[src/rtl/im_loader_if.sv]
// ----------------------------------------------------------------------------
// im_loader_if
//   Bundles the two data paths of the image loader:
//     - byte link into the loader:  in_valid, in_data, in_ready
//     - instruction-memory write:   W_en, W_addr, W_data
//   master : the loader side (consumes link bytes, drives the IM write port)
//   slave  : the environment side (link source and IM sink)
// ----------------------------------------------------------------------------
interface im_loader_if #(
    parameter int ADDR_W = 32
);
    logic              in_valid;
    logic [7:0]        in_data;
    logic              in_ready;
    logic              W_en;
    logic [ADDR_W-1:0] W_addr;
    logic [31:0]       W_data;

    modport master (
        input  in_valid, in_data,
        output in_ready, W_en, W_addr, W_data
    );

    modport slave (
        output in_valid, in_data,
        input  in_ready, W_en, W_addr, W_data
    );
endinterface

[src/rtl/im_loader.sv]
// ----------------------------------------------------------------------------
// im_loader
//   Write-side companion to the instruction memory. Accepts a framed byte
//   stream, assembles 32-bit words (MSB first) and writes them to the IM,
//   keeping the CPU in reset until a frame with a good checksum has landed.
//   Frame: 2-byte word count N (MSB first), 4*N payload bytes, 1 XOR checksum
//   byte covering the payload only.
//
// Ports
//   clk       rising-edge clock
//   rst_n     asynchronous active-low reset
//   start     1-cycle pulse, starts a new load from IDLE/DONE/ERR
//   bus       im_loader_if.master: byte link (in_valid/in_data/in_ready) and
//             IM write port (W_en/W_addr/W_data)
//   cpu_hold  1 unless the last load completed cleanly
//   done      last load completed with a good checksum
//   err       last load aborted (count overflow or bad checksum)
// ----------------------------------------------------------------------------
module im_loader #(
    parameter int                DEPTH     = 64,
    parameter int                ADDR_W    = 32,
    parameter logic [ADDR_W-1:0] BASE_ADDR = '0
) (
    input  logic          clk,
    input  logic          rst_n,
    input  logic          start,
    im_loader_if.master   bus,
    output logic          cpu_hold,
    output logic          done,
    output logic          err
);

    typedef enum logic [2:0] {
        S_IDLE,
        S_HDR_HI,
        S_HDR_LO,
        S_DATA,
        S_CSUM,
        S_DONE,
        S_ERR
    } state_t;

    localparam logic [15:0]       DEPTH_W   = 16'(DEPTH);
    localparam logic [ADDR_W-1:0] WORD_STEP = ADDR_W'(4);

    state_t      state, state_n;

    logic [15:0] cnt;        // word count from the header
    logic [15:0] wcnt;       // words assembled so far
    logic [1:0]  bidx;       // byte position inside the current word
    logic [23:0] asm_r;      // first three bytes of the word being built
    logic [7:0]  csum;       // running XOR of payload bytes

    logic        rdy;
    logic        take;
    logic        clear;
    logic        word_fire;
    logic [15:0] cnt_lo;     // header count as it will be after the low byte lands

    // ------------------------------------------------------------------
    // Next-state and control decode
    // ------------------------------------------------------------------
    always_comb begin
        state_n   = state;
        rdy       = 1'b0;
        clear     = 1'b0;
        word_fire = 1'b0;
        cnt_lo    = {cnt[15:8], bus.in_data};

        case (state)
            S_IDLE, S_DONE, S_ERR: begin
                if (start) begin
                    state_n = S_HDR_HI;
                    clear   = 1'b1;
                end
            end
            S_HDR_HI: begin
                rdy = 1'b1;
                if (bus.in_valid) state_n = S_HDR_LO;
            end
            S_HDR_LO: begin
                rdy = 1'b1;
                if (bus.in_valid) begin
                    if (cnt_lo > DEPTH_W)    state_n = S_ERR;
                    else if (cnt_lo == '0)   state_n = S_CSUM;
                    else                     state_n = S_DATA;
                end
            end
            S_DATA: begin
                rdy = 1'b1;
                if (bus.in_valid && bidx == 2'd3) begin
                    word_fire = 1'b1;
                    if (wcnt + 16'd1 == cnt) state_n = S_CSUM;
                end
            end
            S_CSUM: begin
                rdy = 1'b1;
                if (bus.in_valid) begin
                    state_n = (bus.in_data == csum) ? S_DONE : S_ERR;
                end
            end
            default: state_n = S_IDLE;
        endcase

        take = rdy & bus.in_valid;
    end

    // Status outputs follow the state directly so an async reset shows up
    // on them in the same cycle.
    assign bus.in_ready = rdy;
    assign cpu_hold     = (state != S_DONE);
    assign done         = (state == S_DONE);
    assign err          = (state == S_ERR);

    // ------------------------------------------------------------------
    // State register
    // ------------------------------------------------------------------
    always_ff @(posedge clk or negedge rst_n) begin
        if (!rst_n) state <= S_IDLE;
        else        state <= state_n;
    end

    // ------------------------------------------------------------------
    // Datapath: header count, word assembly, checksum, IM write port
    // ------------------------------------------------------------------
    always_ff @(posedge clk or negedge rst_n) begin
        if (!rst_n) begin
            cnt        <= '0;
            wcnt       <= '0;
            bidx       <= '0;
            asm_r      <= '0;
            csum       <= '0;
            bus.W_en   <= 1'b0;
            bus.W_addr <= BASE_ADDR;
            bus.W_data <= '0;
        end else begin
            // Write strobe is one cycle wide, registered off the 4th byte.
            bus.W_en <= word_fire;

            // W_addr carries the address of the word while W_en is high and
            // steps to the next word right after.
            if (clear) begin
                cnt        <= '0;
                wcnt       <= '0;
                bidx       <= '0;
                csum       <= '0;
                bus.W_addr <= BASE_ADDR;
            end else if (bus.W_en) begin
                bus.W_addr <= bus.W_addr + WORD_STEP;
            end

            if (take) begin
                case (state)
                    S_HDR_HI: cnt[15:8] <= bus.in_data;
                    S_HDR_LO: cnt[7:0]  <= bus.in_data;
                    S_DATA: begin
                        csum  <= csum ^ bus.in_data;
                        asm_r <= {asm_r[15:0], bus.in_data};
                        bidx  <= bidx + 2'd1;
                        if (bidx == 2'd3) begin
                            bus.W_data <= {asm_r, bus.in_data};
                            wcnt       <= wcnt + 16'd1;
                        end
                    end
                    default: ;
                endcase
            end
        end
    end

endmodule

[src/flat_wrapper.sv]
// flat-port wrapper written by rule: the top's interface ports become plain ports
module im_loader_flat 
#(
    parameter int                DEPTH     = 64,
    parameter int                ADDR_W    = 32,
    parameter logic [ADDR_W-1:0] BASE_ADDR = '0
)
  (clk, rst_n, start, cpu_hold, done, err, bus_in_valid, bus_in_data, bus_in_ready, bus_W_en, bus_W_addr, bus_W_data);
  im_loader_if #(.ADDR_W(ADDR_W)) bus_i ();
  input  logic clk;
  input  logic rst_n;
  input  logic start;
  output logic cpu_hold;
  output logic done;
  output logic err;
  input wire logic [$bits(bus_i.in_valid)-1:0] bus_in_valid;
  input wire logic [$bits(bus_i.in_data)-1:0] bus_in_data;
  output wire logic [$bits(bus_i.in_ready)-1:0] bus_in_ready;
  output wire logic [$bits(bus_i.W_en)-1:0] bus_W_en;
  output wire logic [$bits(bus_i.W_addr)-1:0] bus_W_addr;
  output wire logic [$bits(bus_i.W_data)-1:0] bus_W_data;
  assign bus_i.in_valid = bus_in_valid;
  assign bus_i.in_data = bus_in_data;
  assign bus_in_ready = bus_i.in_ready;
  assign bus_W_en = bus_i.W_en;
  assign bus_W_addr = bus_i.W_addr;
  assign bus_W_data = bus_i.W_data;
  im_loader #(.DEPTH(DEPTH), .ADDR_W(ADDR_W), .BASE_ADDR(BASE_ADDR)) u_core (.clk(clk), .rst_n(rst_n), .start(start), .bus(bus_i), .cpu_hold(cpu_hold), .done(done), .err(err));
endmodule
[config.mk]
export PLATFORM = sky130hd
export DESIGN_NAME = im_loader_flat
export DESIGN_NICKNAME = d
export VERILOG_FILES = /design/src/rtl/im_loader_if.sv /design/src/rtl/im_loader.sv /design/src/flat_wrapper.sv
export SDC_FILE = /design/constraint.sdc
export NUM_CORES = 1
export LEC_CHECK = 0
export ABC_AREA = 0
export BUFFER_PORTS_ARGS = -buffer_cell sky130_fd_sc_hd__buf_2
export CORE_ASPECT_RATIO = 1.1
export CORE_MARGIN = 2
export CORE_UTILIZATION = 47
export DETAILED_ROUTE_END_ITERATION = 6
export MAX_ROUTING_LAYER = met4
export PLACE_DENSITY_LB_ADDON = 0.15
export SLEW_MARGIN = 30
export SYNTH_ARGS = -nofsm -noshare
export SYNTH_HDL_FRONTEND = slang
export SYNTH_SLANG_ARGS = --single-unit
[constraint.sdc]
create_clock -name clk -period 2.6 [get_ports clk]
set_clock_uncertainty 0.15 [all_clocks]
set_input_delay 0.13 -clock clk [delete_from_list [all_inputs] [get_ports clk]]
set_output_delay 0.13 -clock clk [all_outputs]
set_load 0.01 [all_outputs]
======== Word-level counts from Yosys, hierarchy flattened ========
Index checks and enable logic that the tools add are counted.
word-level totals
  bits in registers ....................... 134
  output and inout port bits .............. 69
  logic and storage cells ................. 71
  input bits .............................. 12
cells by class
  add/sub/neg operators ................... 3
  bitwise operators ....................... 2
  muxes and demuxes ....................... 31
  order comparisons ....................... 1
  reductions and logical operators ........ 9
  equal/unequal tests ..................... 16
operators with widths
  operator                 number
  $mux W16                 6
  $mux W32                 2
  $mux W8                  5
  $add A32 B3 Y32 const B  1
  $mux W3                  8
  $add A16 B1 Y16 const B  1
  $eq A16 B16 Y1           1
  $gt A16 B7 Y1 const B    1
  $logic_not A16 Y1        1
  $pmux W3 S5              1
  $eq A3 B3 Y1 const B     3
  $eq A8 B8 Y1             1
  $mux W2                  4
  $ne A2 B2 Y1 const B     4
  $xor A8 B8 Y8            1
  $eq A3 B2 Y1 const B     2
  $reduce_and A6 Y1        1
  $mux W1                  5
  $ne A2 B1 Y1 const B     2
  $reduce_or A4 Y1         1
  $eq A3 B1 Y1 const B     1
  $logic_not A3 Y1         1
  $ne A3 B3 Y1 const B     1
  $reduce_and A3 Y1        1
  7 further kinds          7

======== Logic depth before layout (Yosys ltp) ========
Gate-level depths: netlist (run 1).
  depth in word-level cells ............... 7
  gate-level depth with buffers ........... 9
  gate-level depth less buffers ........... 7

======== Worst setup path before layout (run 1) ========
Ideal clock, no wire load.
  path kind ............................... register to register
  from .................................... register u_core.wcnt[0]
  to ...................................... register u_core.state[0]
  clock period less this slack ............ 2,297 ps
  stages on the path, launching flop included .. 9
  setup time .............................. 131 ps
  data arrival time ....................... 2,017 ps
  setup slack ............................. 303 ps
  required time ........................... 2,319 ps
  buffers on the path ..................... 1
  cells stage by stage .................... dfrtp_1 -> ha_1 -> buf_4 -> nand4_2 -> nor3_1 -> xnor2_1 -> o2111ai_2 -> nor4_4 -> o22ai_1
on the way
  word-level cells in the longest chain between the ends .. 4
ends and longest elaborated chain
  item                         line              text
  from (decl)                  im_loader.sv:49   logic [15:0] wcnt;
  from (signal assigned)       im_loader.sv:162  wcnt <= wcnt + 16'd1;
  $add A16 B1 Y16              im_loader.sv:93   if (wcnt + 16'd1 == cnt) state_n = S_CSUM;
  $eq A16 B16 Y1               im_loader.sv:93
  $ne A2 B1 Y1 (no line)       --
  $reduce_and A6 Y1 (no line)  --
  to (signal assigned)         im_loader.sv:120  else state <= state_n;
  to (decl)                    im_loader.sv:46   state_t state, state_n;
Every way passes these cells.
A chain may end at the register's enable or synchronous reset.

======== Final worst setup path (run 1) ========
  from .................................... register u_core.wcnt[1]
  to ...................................... register u_core.state[0]
Same word-level chain as after synthesis.

==> impl_metrics.py, run 1 <==
metrics = {
    "worst_setup_path": {
        "r2r.worst_path.cells": 7,
        "path_max_fanout": 7,
        "cp-end-kind": "register",
        "cp_cell_sequence": "ha_1 > nand4_2 > nor3_1 > xnor2_1 > o2111ai_2 > nor4_4 > o22ai_1",
        "cp_slowest_stage_delay_ns": 0.43,
        "crit_family": "simple AND/OR/NAND/NOR gates",
        "critPathLaunchType": "register",
        "crit_arrival_ns": 2.60,
        "worstPathRequired_ns": 2.74,
        "reg2reg_slack_ns": 0.14,
        "crit_slowest_cell": "dfrtp_1",
        "crit_type": "register to register",
        "rr_endpoint": "u_core.state[0]",
        "r2r-start": "u_core.wcnt[1]",
        "worst-path-buf-inv": 0,
    },
    "layout": {
        "fill_cells": 1218,
        "nets": 837,
        "final_layout_size_suffix_gt1_frac": 0.183,
        "antenna_cells": 0,
        "design_area_um2": 7850,
        "area_delta_synth_final_pct": 21.7,
    },
    "sta": {
        "clock.fmax_ghz": 0.406,
        "post-route-min-period_ns": 2.46,
        "worst_slack_ns": 0.139,
        "setup_violations": 0,
        "hold_viol": 0,
        "fin_setup_tns_ns": 0,
        "rsz0062_at_grt": "false",
        "finalMaxSlewViolations": 0,
        "tightest_slew_ns": 0.588,
        "max_slew_margin": 0.608,
        "fin_crit_sh": 0.947,
    },
    "place": {
        "post_dp_cell_area_um2": 7050,
        "portBuffers": 78,
        "place_ws_ns": 0.177,
        "gp_congestion": 0.917,
        "hpwl_um": 10200,
    },
    "global_route": {
        "grt_max_degree": 53,
        "grt_overflow_total": 0,
        "antenna_found_initial": 0,
        "grt_pass1_vias": 5285,
        "grt_pass1_wl_um": 26000,
        "grt_usage": 0.229,
    },
    "floorplan": {
        "dieArea_um2": 14700,
        "rows": 44,
        "io_pins": 81,
        "start_util": 0.484,
        "core_area_um2": 13300,
        "chipHeight_um": 127,
        "fp.dieW_um": 116,
    },
    "yosys": {
        "async_reset_ff_frac": 1.00,
        "synth.area.top_cells": "dfrtp_1, nand2_1, o21ai_0",
        "synth_top_area_frac": 0.512,
        "synth_common_cells": "nand2_1, dfrtp_1, nor2_1",
        "syn_avg_cell_area_um2": 8.75,
        "synthFlopType": "dfrtp_1",
        "synth_edf_count": 0,
        "synth-seq-cells": 132,
        "yosysMostFrequentCell": "nand2_1",
        "ys_warn_count": 0,
        "post_synth_num_cell_types": 63,
        "ys_seq_area_frac": 0.512,
        "netlist_area_um2": 6450,
        "synthCells": 737,
        "synth_top_cell_by_area": "dfrtp_1",
    },
    "run_status": {
        "status": "complete, no violations",
    },
    "detailed_routing": {
        "via_count": 5421,
        "wl_per_cell_um": 15.1,
        "drt_iter0_drc": 319,
        "via_per_inst": 5.32,
        "drt_pass1_iterations": 5,
        "wl_um": 15400,
        "ant_nets": 0,
        "drc": 0,
    },
    "hold_path": {
        "hp-start": "start",
        "holdPathStages": 3,
        "hold_end": "u_core.cnt[7]",
        "hold_class": "primary input to register",
    },
    "power_and_ir_drop": {
        "leakage_nw": 3.90,
        "vdd_drop_max_uv": 536,
        "p_per_area_nw_per_um2": 1000,
    },
    "clocking": {
        "clock_latency_ns": 0.41,
        "path_clk_slew_ns": 0.06,
        "cts_max_level": 4,
        "post_cts.repair.setup_buffers": 0,
        "cts_num_sinks": 132,
        "clockBufferDepth": 2,
        "clock-root-buffer": "clkbuf_16",
        "cts_tree": "done",
        "cts_buffers": 17,
    },
    "run": {
        "drv_cap": 0,
    },
}
[flip-flops by register name, indices dropped and copies added (netlist names)]
signal             cells
u_core.csum            8
u_core.state           3
u_core.bidx            2
u_core.wcnt           16
u_core.cnt            16
u_core.bus.W_data     32
u_core.bus.W_addr     30
u_core.bus.W_en        1
u_core.asm_r          24
[worst max path at each step]
stage                                  to      startpoint  depth (start not counted)
after floorplan           u_core.state[0]  u_core.wcnt[0]                          8
after global placement    u_core.state[0]  u_core.wcnt[1]                          7
after detailed placement  u_core.state[0]  u_core.wcnt[1]                          7
after CTS                 u_core.state[0]  u_core.wcnt[1]                          7
after global routing      u_core.state[0]  u_core.wcnt[1]                          7
final                     u_core.state[0]  u_core.wcnt[1]                          7
[cells by family (layout without fill, tap and decap cells)]
| family | after synthesis | in the layout | share of synthesized area |
|---|---|---|---|
| other | 1 | 2 | 0.000582 |
| buffers and inverters | 53 | 150 | 0.0384 |
| flip-flops | 132 | 132 | 0.512 |
| AND/OR/NAND/NOR | 380 | 380 | 0.266 |
| AO/OA/AOI/OAI | 114 | 114 | 0.104 |
| adder cells (fa/ha/maj) | 3 | 3 | 0.00582 |
| XOR/XNOR | 53 | 53 | 0.0720 |
| multiplexers | 1 | 1 | 0.00155 |
[per-layer routing]
layer  vias up  global-route usage  share of wire
met5         -                   -              0
met4         0              0.0931          0.022
met3        29              0.0459          0.045
met2       147               0.361           0.49
met1      2626               0.288           0.44
li1       2619                   -              -
[layout by cell type (no fill, tap or decap), drive strengths merged, types with 10 or more instances in the layout]
cell    count
a21oi      18
buf        99
clkbuf     18
dfrtp     132
inv        15
nand2     234
nand3      15
nand4      13
nor2       63
nor4       10
o21ai      68
xnor2      23
xor2       30
[tightest hold or removal path, delay by kind of cell]
kind / cells / cell delay, ns
compound gates: 2 / 0.33
buf+inv: 1 / 0.13
[final cells by class]
| cell class | count | area, µm² | area share |
|---|---|---|---|
| repair buffers | 108 | 653 | 0.0832 |
| clock buffers | 18 | 439 | 0.0560 |
| multi-input cells | 553 | 2910 | 0.371 |
| inverters | 10 | 37.5 | 0.00478 |
| clock inverters | 14 | 269 | 0.0343 |
| flip-flops and latches | 132 | 3300 | 0.421 |
| well taps | 184 | 230 | 0.0293 |
[timing repair]
action / 4_1_cts / 5_1_grt
hold buffers: 9 / 0
hold endpoints to repair: 81 / 0
gates resized for setup: 0 / 0
[power by group]
group	internal (W)	switching, W
clock network	0.00194	0.000930
registers	0.00263	0.000413
logic	0.000781	0.00117
[metrics by stage]
| step | hold slack [ns] | power (W) | cells | utilization |
|---|---|---|---|---|
| final | 0.0704 | 0.00786 | 1019 | 0.589 |
| after global routing | 0.0931 | 0.00833 | 1019 | 0.589 |
| after CTS | 0.0625 | 0.00791 | 1019 | 0.589 |
| after detailed placement | 0.0281 | 0.00501 | 978 | 0.529 |
| after global placement | 0.0255 | 0.00494 | 978 | 0.529 |
| after floorplan | -0.316 | 0.00427 | 738 | - |
Note: power is estimated with default switching activity, not from simulation.
==> run 2: changes to the inputs <==
==> constraint.sdc (replaced) <==
create_clock -name clk -period 2.9 [get_ports clk]
set_clock_uncertainty 0.15 [all_clocks]
set_input_delay 0.145 -clock clk [delete_from_list [all_inputs] [get_ports clk]]
set_output_delay 0.145 -clock clk [all_outputs]
set_load 0.01 [all_outputs]
==> run 2 against run 1 <==
  * Clock power down 28%
  * Wire length down 1.2%
  * Highest routed layer unchanged
  * Sequential cell count unchanged
==> impl_metrics.py, run 2 (synthesis results as in run 1) <==
metrics = {
    "run_status": {
        "status": "complete, no violations",
    },
    "power_and_ir_drop": {
        "vdd_drop_max_uv": 448,
        "p_per_area_nw_per_um2": 852,
        "seqPwrFrac": 0.429,
        "power.switching_w": 0.00227,
        "pwr-share-clk": 0.320,
        "combPwrFrac": 0.251,
        "leakage_nw": 3.77,
        "p_int_w": 0.00423,
        "p_sw_frac": 0.349,
        "total_power_w": 0.00650,
    },
    "global_route": {
        "antenna_found_initial": 0,
        "grt_overflow_total": 0,
        "grt_usage": 0.228,
        "grt_pass1_wl_um": 25700,
        "grt_max_degree": 46,
        "grt_pass1_vias": 5267,
    },
    "sta": {
        "max_slew_margin": 0.565,
        "clock.fmax_ghz": 0.370,
        "fin_crit_sh": 0.932,
        "tightest_slew_ns": 0.650,
        "finalMaxSlewViolations": 0,
        "fin_setup_tns_ns": 0,
        "post-route-min-period_ns": 2.70,
        "rsz0062_at_grt": "false",
        "setup_violations": 0,
        "hold_viol": 0,
    },
    "clocking": {
        "cts_num_sinks": 132,
        "clock_latency_ns": 0.42,
        "clockBufferDepth": 2,
        "clock-root-buffer": "clkbuf_16",
        "path_clk_slew_ns": 0.06,
        "cts_max_level": 4,
        "cts_resized": 0,
        "cts_buffers": 17,
        "cts_tree": "done",
    },
    "layout": {
        "final_layout_size_suffix_gt1_frac": 0.173,
        "layout_common_cells": "nand2_1, dfrtp_1, buf_2, nor2_1, o21ai_0",
        "nets": 825,
        "largest_registers": "u_core.bus.W_data: 32 flops, u_core.bus.W_addr: 30 flops, u_core.asm_r: 24 flops",
        "mostFrequentLayoutCell": "nand2_1",
        "antenna_cells": 0,
        "largest_register_ffs": 32,
        "area_delta_synth_final_pct": 18.4,
        "utilization": 0.573,
        "regMostFlops": "u_core.bus.W_data",
    },
    "worst_setup_path": {
        "crit_slowest_cell": "dfrtp_1",
        "cp-end-kind": "register",
        "rr_endpoint": "u_core.state[0]",
        "crit_type": "register to register",
        "worstPathRequired_ns": 3.04,
        "cp_cell_sequence": "ha_1 > nand4_2 > nor3_1 > xnor2_1 > o2111ai_2 > nor4_4 > o22ai_1",
        "crit_arrival_ns": 2.84,
        "r2r.worst_path.cells": 7,
        "reg2reg_slack_ns": 0.20,
        "cp_slowest_stage_delay_ns": 0.48,
        "critPathLaunchType": "register",
        "r2r-start": "u_core.wcnt[0]",
        "path_max_fanout": 10,
    },
    "hold_path": {
        "holdPathStages": 5,
        "hold_end": "u_core.state[2]",
        "hold_class": "primary input to register",
        "hp-start": "start",
    },
    "detailed_routing": {
        "wl_per_cell_um": 15.1,
        "via_count": 5328,
        "ant_nets": 0,
        "drt_pass1_iterations": 5,
        "via_per_inst": 5.29,
        "wl_um": 15200,
        "drc": 0,
        "drt_iter0_drc": 433,
    },
    "place": {
        "hpwl_um": 10200,
        "gp_congestion": 0.888,
        "portBuffers": 78,
    },
    "floorplan": {
        "fp.dieW_um": 116,
        "rows": 44,
        "dieArea_um2": 14700,
        "core_area_um2": 13300,
        "chipHeight_um": 127,
        "io_pins": 81,
        "start_util": 0.484,
    },
    "run": {
        "drv_cap": 0,
    },
}
## run 2: changes by cell type in the layout (fill, tap and decap cells not counted)
cell / delta
clkinv_4: +2
bufinv_16: -6
inv_8: -1
clkinvlp_4: +2
nor3_2: +1
clkinv_8: +1
buf_4: -12
inv_6: +2
nor3_1: -1
## run 2: worst max-delay path, delay by kind of cell, from the launching register on
| family | cells | cell delay, ns |
|---|---|---|
| AO/OA/AOI/OAI | 2 | 0.27 |
| AND/OR/NAND/NOR | 3 | 1.11 |
| XOR/XNOR | 1 | 0.18 |
| flip-flops | 1 | 0.48 |
| adder cells (fa/ha/maj) | 1 | 0.39 |
## run 2: metal layers
metal / share of wire / GRT usage / up-vias
li1: - / - / 2603
met1: 0.45 / 0.298 / 2588
met2: 0.50 / 0.357 / 115
met3: 0.037 / 0.0392 / 22
met4: 0.016 / 0.0826 / 0
met5: 0 / - / -
## run 2: how the worst max path moves through the flow
stage,end,start
5_1_grt,u_core.state[0],u_core.wcnt[0]
2_1_floorplan,u_core.state[0],u_core.wcnt[0]
6_report,u_core.state[0],u_core.wcnt[0]
4_1_cts,u_core.state[0],u_core.wcnt[0]
3_3_place_gp,u_core.state[0],u_core.wcnt[0]
3_5_place_dp,u_core.state[0],u_core.wcnt[0]
## run 2: power groups by stage
stage,Combinational (W),Sequential [W],Clock [W]
2_1_floorplan,0.00107,0.00276,0
6_report,0.00163,0.00279,0.00208
5_1_grt,0.00186,0.00286,0.00222
3_3_place_gp,0.00160,0.00278,0
3_5_place_dp,0.00163,0.00281,0
4_1_cts,0.00166,0.00278,0.00212
## run 2: timing repair
action                    in CTS  in global routing
hold endpoints to repair      83                  0
buffers inserted               0                  0
hold buffers                   9                  0
## run 2: metrics by stage
stage               instances  hold slack [ns]  setup WS [ns]  area, µm²
global route             1007            0.146         0.0146       7640
CTS                      1007           0.0599          0.209       7630
global placement          966           0.0338          0.334       6960
floorplan                 738           -0.301          0.603       6450
finish                   1007           0.0914          0.198       7640
detailed placement        966           0.0460          0.230       6960
## run 2: layout make-up
class	count	area, µm²
Fill cell	1214	5690
Sequential cell	132	3300
Multi-Input combinational cell	553	2920
Timing Repair Buffer	96	563
Clock buffer	18	439
Tap cell	184	230
Clock inverter	14	144
Inverter	10	37.5
